[src/rtl/logs_period_meter_pkg.sv]
// Shared logs_* constants: period-meter state encoding and synchronizer depth.
package logs_period_meter_pkg;

  localparam logic [1:0] LOGS_ST_IDLE    = 2'd0;
  localparam logic [1:0] LOGS_ST_MEASURE = 2'd1;
  localparam logic [1:0] LOGS_ST_STALL   = 2'd2;

  localparam int LOGS_SYNC_STAGES = 2;

  typedef enum logic [1:0] {
    ST_IDLE    = LOGS_ST_IDLE,
    ST_MEASURE = LOGS_ST_MEASURE,
    ST_STALL   = LOGS_ST_STALL
  } pm_state_e;

endpackage

[src/rtl/logs_sync2.sv]
// Two-flop synchronizer for a single-bit level; flops clear on async active-high reset.
module logs_sync2
  import logs_period_meter_pkg::*;
(
  input  logic clk,
  input  logic reset,
  input  logic d_i,
  output logic q_o
);

  logic [LOGS_SYNC_STAGES-1:0] sync_q;

  always_ff @(posedge clk or posedge reset) begin
    if (reset) begin
      sync_q <= '0;
    end else begin
      sync_q <= {sync_q[LOGS_SYNC_STAGES-2:0], d_i};
    end
  end

  assign q_o = sync_q[LOGS_SYNC_STAGES-1];

endmodule

[src/rtl/logs_period_meter.sv]
// Measures clocks between successive pulse_in events; sticky timeout after 2^WIDTH-1 idle clocks.
// Build option: define LOGS_PERIOD_METER_SYNC_EN to pass pulse_in through logs_sync2 first.
module logs_period_meter
  import logs_period_meter_pkg::*;
#(
  parameter int WIDTH = 8
) (
  input  logic             clk,
  input  logic             reset,
  input  logic             pulse_in,
  output logic [WIDTH-1:0] period,
  output logic             period_valid,
  output logic             timeout,
  output logic [1:0]       dbg_state_o
);

  localparam logic [WIDTH-1:0] CNT_ONE = {{(WIDTH-1){1'b0}}, 1'b1};
  localparam logic [WIDTH-1:0] CNT_MAX = {WIDTH{1'b1}};

  logic event_w;

`ifdef LOGS_PERIOD_METER_SYNC_EN
  logs_sync2 u_sync (
    .clk   (clk),
    .reset (reset),
    .d_i   (pulse_in),
    .q_o   (event_w)
  );
`else
  assign event_w = pulse_in;
`endif

  pm_state_e        state_q, state_d;
  logic [WIDTH-1:0] cnt_q, cnt_d;
  logic [WIDTH-1:0] period_q, period_d;
  logic             valid_q, valid_d;
  logic             timeout_q, timeout_d;

  always_ff @(posedge clk or posedge reset) begin
    if (reset) begin
      state_q   <= ST_IDLE;
      cnt_q     <= '0;
      period_q  <= '0;
      valid_q   <= 1'b0;
      timeout_q <= 1'b0;
    end else begin
      state_q   <= state_d;
      cnt_q     <= cnt_d;
      period_q  <= period_d;
      valid_q   <= valid_d;
      timeout_q <= timeout_d;
    end
  end

  // An event seen while cnt_q is saturated still measures: it wins over the timeout.
  always_comb begin
    state_d   = state_q;
    cnt_d     = cnt_q;
    period_d  = period_q;
    valid_d   = 1'b0;
    timeout_d = timeout_q;
    case (state_q)
      ST_IDLE: begin
        if (event_w) begin
          cnt_d   = CNT_ONE;
          state_d = ST_MEASURE;
        end
      end
      ST_MEASURE: begin
        if (event_w) begin
          period_d = cnt_q;
          valid_d  = 1'b1;
          cnt_d    = CNT_ONE;
        end else if (cnt_q == CNT_MAX) begin
          timeout_d = 1'b1;
          state_d   = ST_STALL;
        end else begin
          cnt_d = cnt_q + CNT_ONE;
        end
      end
      ST_STALL: begin
        if (event_w) begin
          timeout_d = 1'b0;
          cnt_d     = CNT_ONE;
          state_d   = ST_MEASURE;
        end
      end
      default: begin
        state_d = ST_IDLE;
      end
    endcase
  end

  // period_valid is a one-clock strobe with no ready: a consumer must take period on that clock.
  assign period       = period_q;
  assign period_valid = valid_q;
  assign timeout      = timeout_q;
  assign dbg_state_o  = state_q;

endmodule

[config.mk]
export PLATFORM = sky130hd
export DESIGN_NAME = logs_period_meter
export DESIGN_NICKNAME = d
export VERILOG_FILES = /design/src/rtl/logs_period_meter_pkg.sv /design/src/rtl/logs_sync2.sv /design/src/rtl/logs_period_meter.sv
export SDC_FILE = /design/constraint.sdc
export NUM_CORES = 1
export LEC_CHECK = 0
export ABC_AREA = 1
export CAP_MARGIN = 20
export CORE_MARGIN = 2
export CORE_UTILIZATION = 51
export DETAILED_ROUTE_END_ITERATION = 7
export GPL_TIMING_DRIVEN = 0
export PLACE_DENSITY = 0.79
export SETUP_SLACK_MARGIN = 0.1
export SKIP_LAST_GASP = 1
export SLEW_MARGIN = 5
export SYNTH_ARGS = -nofsm -noshare
export SYNTH_HDL_FRONTEND = slang
export SYNTH_SLANG_ARGS = --single-unit
[constraint.sdc]
create_clock -name clk -period 1.5 [get_ports clk]
set_input_delay 0.225 -clock clk [delete_from_list [all_inputs] [get_ports clk]]
set_output_delay 0.225 -clock clk [all_outputs]
set_load 0.01 [all_outputs]
; Word-level counts from Yosys, hierarchy flattened
; Cells that the tools add are included.
[classes]
n_addsub = 1
n_mul = 0
div_mod_pow = 0
n_lt_le_gt_ge = 0
n_eq_ne = 8
shifts = 0
n_mux = 14
n_bitwise = 0
reduce_logical = 8
[op_table]
columns = operator, n
row1 = 8-bit 2-to-1 mux, 3
row2 = 8-bit one-hot mux with 2 select lines, 1
row3 = 8-bit by 1-bit adder with 8-bit output (second input constant), 1
row4 = 8-bit equality test (second input constant), 1
row5 = 2-bit 2-to-1 mux, 3
row6 = 2-bit != test (second input constant), 3
row7 = 3-bit AND reduction, 2
row8 = 1-bit 2-to-1 mux, 5
row9 = 2-bit one-hot mux with 2 select lines, 1
row10 = 4-bit AND reduction, 1
row11 = 2-bit nonzero test, 2
row12 = 3-bit != test (second input constant), 1
row13 = 2-bit by 1-bit equality test with 1-bit output (second input constant), 1
row14 = 2-bit equality test (second input constant), 1
row15 = 2-bit zero test, 1
row16 = 2-bit by 1-bit != test with 1-bit output (second input constant), 1
row17 = 1-bit one-hot mux with 2 select lines, 1
row18 = 2-bit AND reduction, 1
row19 = 2-bit OR reduction, 1
[totals]
register_bits = 20
latch_bits = 0
ram_bits = 0
mem_bits_ro = 0
inputBits = 3
out_inout_bits = 12
wordCells = 36
memories = 0

; Depth between registers and ports, before layout
[depth]
word_depth = 4
depth_mapped = 9
mapped_depth_nobuf = 9

; Least setup slack after synthesis
; Ideal clock, no wire load.
[synth_timing]
path_type = flip-flop to flip-flop
start = register cnt_q[0]
end = register cnt_q[2]
setup_ns = 0.117
t_arrival_ns = 1.138
required_time_ns = 1.383
setup_slack_ns = 0.245
path_stages_with_launch = 9
path_buffers = 0
synth_period_minus_slack_ns = 1.255
path_cell_list = dfrtp_1 -> ha_1 -> nand2_2 -> nor2_4 -> nand3_2 -> nand2_4 -> nand2_4 -> nand2_1 -> o21ai_2
[synth_via]
elab_chain_cells = 4
elab_cells_between_ends = 7
cone_classes = 1 x add/sub / 2 x eq/ne / 3 x mux / 1 x reduce/logical
[synth_rtl]
columns = element, line_no
row1 = "start, declared", logs_period_meter.sv:34  ; logic [WIDTH-1:0] cnt_q, cnt_d;
row2 = "start signal, assigned", logs_period_meter.sv:48  ; cnt_q <= cnt_d;
row3 = 8-bit by 1-bit adder with 8-bit output, logs_period_meter.sv:78  ; cnt_d = cnt_q + CNT_ONE;
row4 = 8-bit 2-to-1 mux, logs_period_meter.sv:74  ; end else if (cnt_q == CNT_MAX) begin
row5 = 8-bit 2-to-1 mux, logs_period_meter.sv:70  ; if (event_w) begin
row6 = 8-bit one-hot mux with 2 select lines, logs_period_meter.sv:62  ; case (state_q)
; Parallel ways exist; a longest one is shown, timed or not. The select of a mux whose other input is x is not followed.
; A chain may end at the register's enable or synchronous reset.

; Final worst setup path
[layout_timing]
start = register cnt_q[1]
end = register cnt_q[0]
[layout_via]
elab_chain_cells = 3
[layout_rtl]
columns = element, line_no
row1 = 8-bit equality test, logs_period_meter.sv:74
row2 = 3-bit != test (no source line), n/a
row3 = 3-bit AND reduction (no source line), n/a
; Every way passes these cells.

==> run metrics <==
RSZ-0062 raised after global routing=true; CP Launch Type=flop; Clock Tree Root=clkbuf_4; post-synthesis adder-cell area fraction=1.30%; Post-Synth XOR/XNOR Area=2.74%; Synth Cell Area=960 um2; Power Density=1130 mW/mm2; critical path, cell by cell=ha_4, nand2_2, nor2_4, nand3_2, nand2_4, nand2_4, nand2_1, nand2_1; final non-filler cell total=159; count of buffer and inverter cells on the critical path=0; largest family of logic cells by synthesized area=simple AND/OR/NAND/NOR gates; Port Buffers=14; final core utilization=69.2%; Max Slew Vio Count=0; syn_nets=115; Req. time, crit path=1.69 ns; Die Span Y=47.4 um; dpl cells=150; Global Route Usage Sum=19.1%; Fin Hold WS=0.334 ns; Compound-Gate Fraction of Synth Area=6.52%; CTS Buffer Depth=2; Final ANT Viol Nets=0; Layout area overhead=25.9%; final net count=139; CTS tree=yes; routability cong.=0.902; Die ar.=0.00224 mm2; vias per cell=5.13; Leak=0.650 nW; worst slew pin tran=0.721 ns; GRT overflow=0; status=completed; share of layout cells above drive strength 1=15.7%; # IOs=15; Tot Pwr=1.37 mW; Arrival @ worst endpoint=1.56 ns; fin crit share=91.2%; row cnt=15; initial antenna violation count=0; skew final=0.0129 ns; CTS HTree Levels=1; most common cell after layout, fill and taps aside=nand2_1; maximum number of pins on one net before global-route repair=21; final WL=1880 um; Synth Register Bits=20; Die W=47.4 um; DR DRC count=0; critical path's slowest cell=dfrtp_1; Worst Hold Class=primary input to async pin; commonest cells after routing, fill and taps aside=nand2_1 (32), dfrtp_1 (20), inv_1 (12), nand3_1 (11), dlygate4sd2_1 (11); Slew HR=51.9%; Pre-Repair DR Iteration Count=4; Yosys top cell area share=52.2%; Setup TNS=0 ns; Vias=816; post-synth cell types=17; synthesized instance count=111; first-pass GRT wire length=2900 um; fill count=150; n_diodes=0; CP endpoint kind=flop; Initial Util=55.0%; Max Cap Violations=0; Post-Synth Simple-Gate Area=32.1%; Worst-Skew Late Latency=0.31 ns; CP max stage delay=0.42 ns; Max IR drop VDD=927 uV; critical path peak fanout=7; # clock sinks=20; critical path class=flop to flop; synth top area cells=dfrtp_1 (52%), nand2_1 (13%), nand3_1 (5.7%); Syn Area/Cell=8.65 um2; Final HPWL DP=1250 um; routed len/inst=11.8 um; min Tclk post-route=1.37 ns; Yosys warnings=0; register area share after synthesis=52.2%; CORE AREA=0.00175 mm2; post-synthesis mux area share=0%; Initial DRC Count=30; number of global-route vias before repair=688; Synth area leader=dfrtp_1; register clock-pin slew on the reported worst setup and hold paths=0.12 ns; Final Hold Viols=0; clock buffers created by TritonCTS=3; fmax=0.731 GHz; Setup Viol. Count Final=0; CP top delay family=simple AND/OR/NAND/NOR gates
-- final timing paths --
kind                            startpoint         to  slack, ns  depth (start not counted)
worst max-delay path              cnt_q[1]   cnt_q[0]       0.13                          8
worst min-delay path                 reset  period[7]       0.33                          2
worst max register to register    cnt_q[1]   cnt_q[0]       0.13                          8
worst min register to register   period[2]  period[2]       0.48                          2
max in group asynchronous            reset    timeout       0.70                          2
min in group clk                 period[2]  period[2]       0.48                          2
-- per-layer routing --
metal / vias to the layer above / share of wire, % / GRT usage (%)
met1: 374 / 44 / 22.9
met2: 33 / 47 / 31.1
met4: 0 / 3.4 / 11.1
met5: - / 0 / 0
met3: 11 / 5.8 / 4.62
li1: 398 / - / -
-- worst reg2reg max path, stage by stage, from the launching register on --
cell and delay, ns:
dfrtp_1 0.42, ha_4 0.17, nand2_2 0.07, nor2_4 0.13
nand3_2 0.12, nand2_4 0.12, nand2_4 0.09, nand2_1 0.10
nand2_1 0.06
-- logic make-up (layout without fill, tap and decap cells) --
group / count (synthesis) / count (layout)
flops: 20 / 20
compound gates: 11 / 11
xor+xnor: 3 / 3
buf+inv: 13 / 36
fa+ha+maj: 1 / 1
simple gates: 63 / 63
-- where the power goes --
| part | internal, mW | switching (mW) | total, mW | leakage, nW |
|---|---|---|---|---|
| clock network | 0.148 | 0.163 | 0.311 | 0.0210 |
| registers | 0.613 | 0.0665 | 0.679 | 0.266 |
| logic | 0.170 | 0.208 | 0.378 | 0.364 |
| total | 0.930 | 0.437 | 1.37 | 0.650 |
-- what timing repair did --
item	in CTS	in global routing
setup buffers	3	2
endpoints found under the setup margin	13	6
pin swaps	0	2
hold buffers	0	0
resized for setup	12	3
-- sequential cells by signal, summed over array words and instances (netlist names) --
name / count
period: 8
cnt_q: 8
dbg_state_o: 2
period_valid: 1
timeout: 1
-- per-stage QoR --
stage / worst slack, ns / area [um2]
after detailed placement: -0.0308 / 1130
final: 0.132 / 1210
after global routing: 0.0620 / 1210
after floorplan: 0.245 / 960
after CTS: 0.104 / 1180
after global placement: 0.00888 / 1130
-- layout make-up --
type	instances	area, um2	share of cell area, %
inverter	12	45.0	3.73
clock buffer	4	36.3	3.00
timing repair buffer	19	166	13.8
multi-input combinational	78	422	34.9
buffer	1	7.51	0.621
sequential	20	500	41.4
tap	25	31.3	2.59
-- cell usage after synthesis --
cell type	count
buf_2	1
dfrtp_1	20
ha_1	1
inv_1	12
nand2_1	32
nand2_2	2
nand2_4	3
nand3_1	11
nand3_2	1
nand4_1	2
nor2_1	9
nor2_4	2
nor3b_1	1
o21ai_0	8
o21ai_1	1
o21ai_2	2
xor2_1	3
Power figures use the tool's default switching activity.
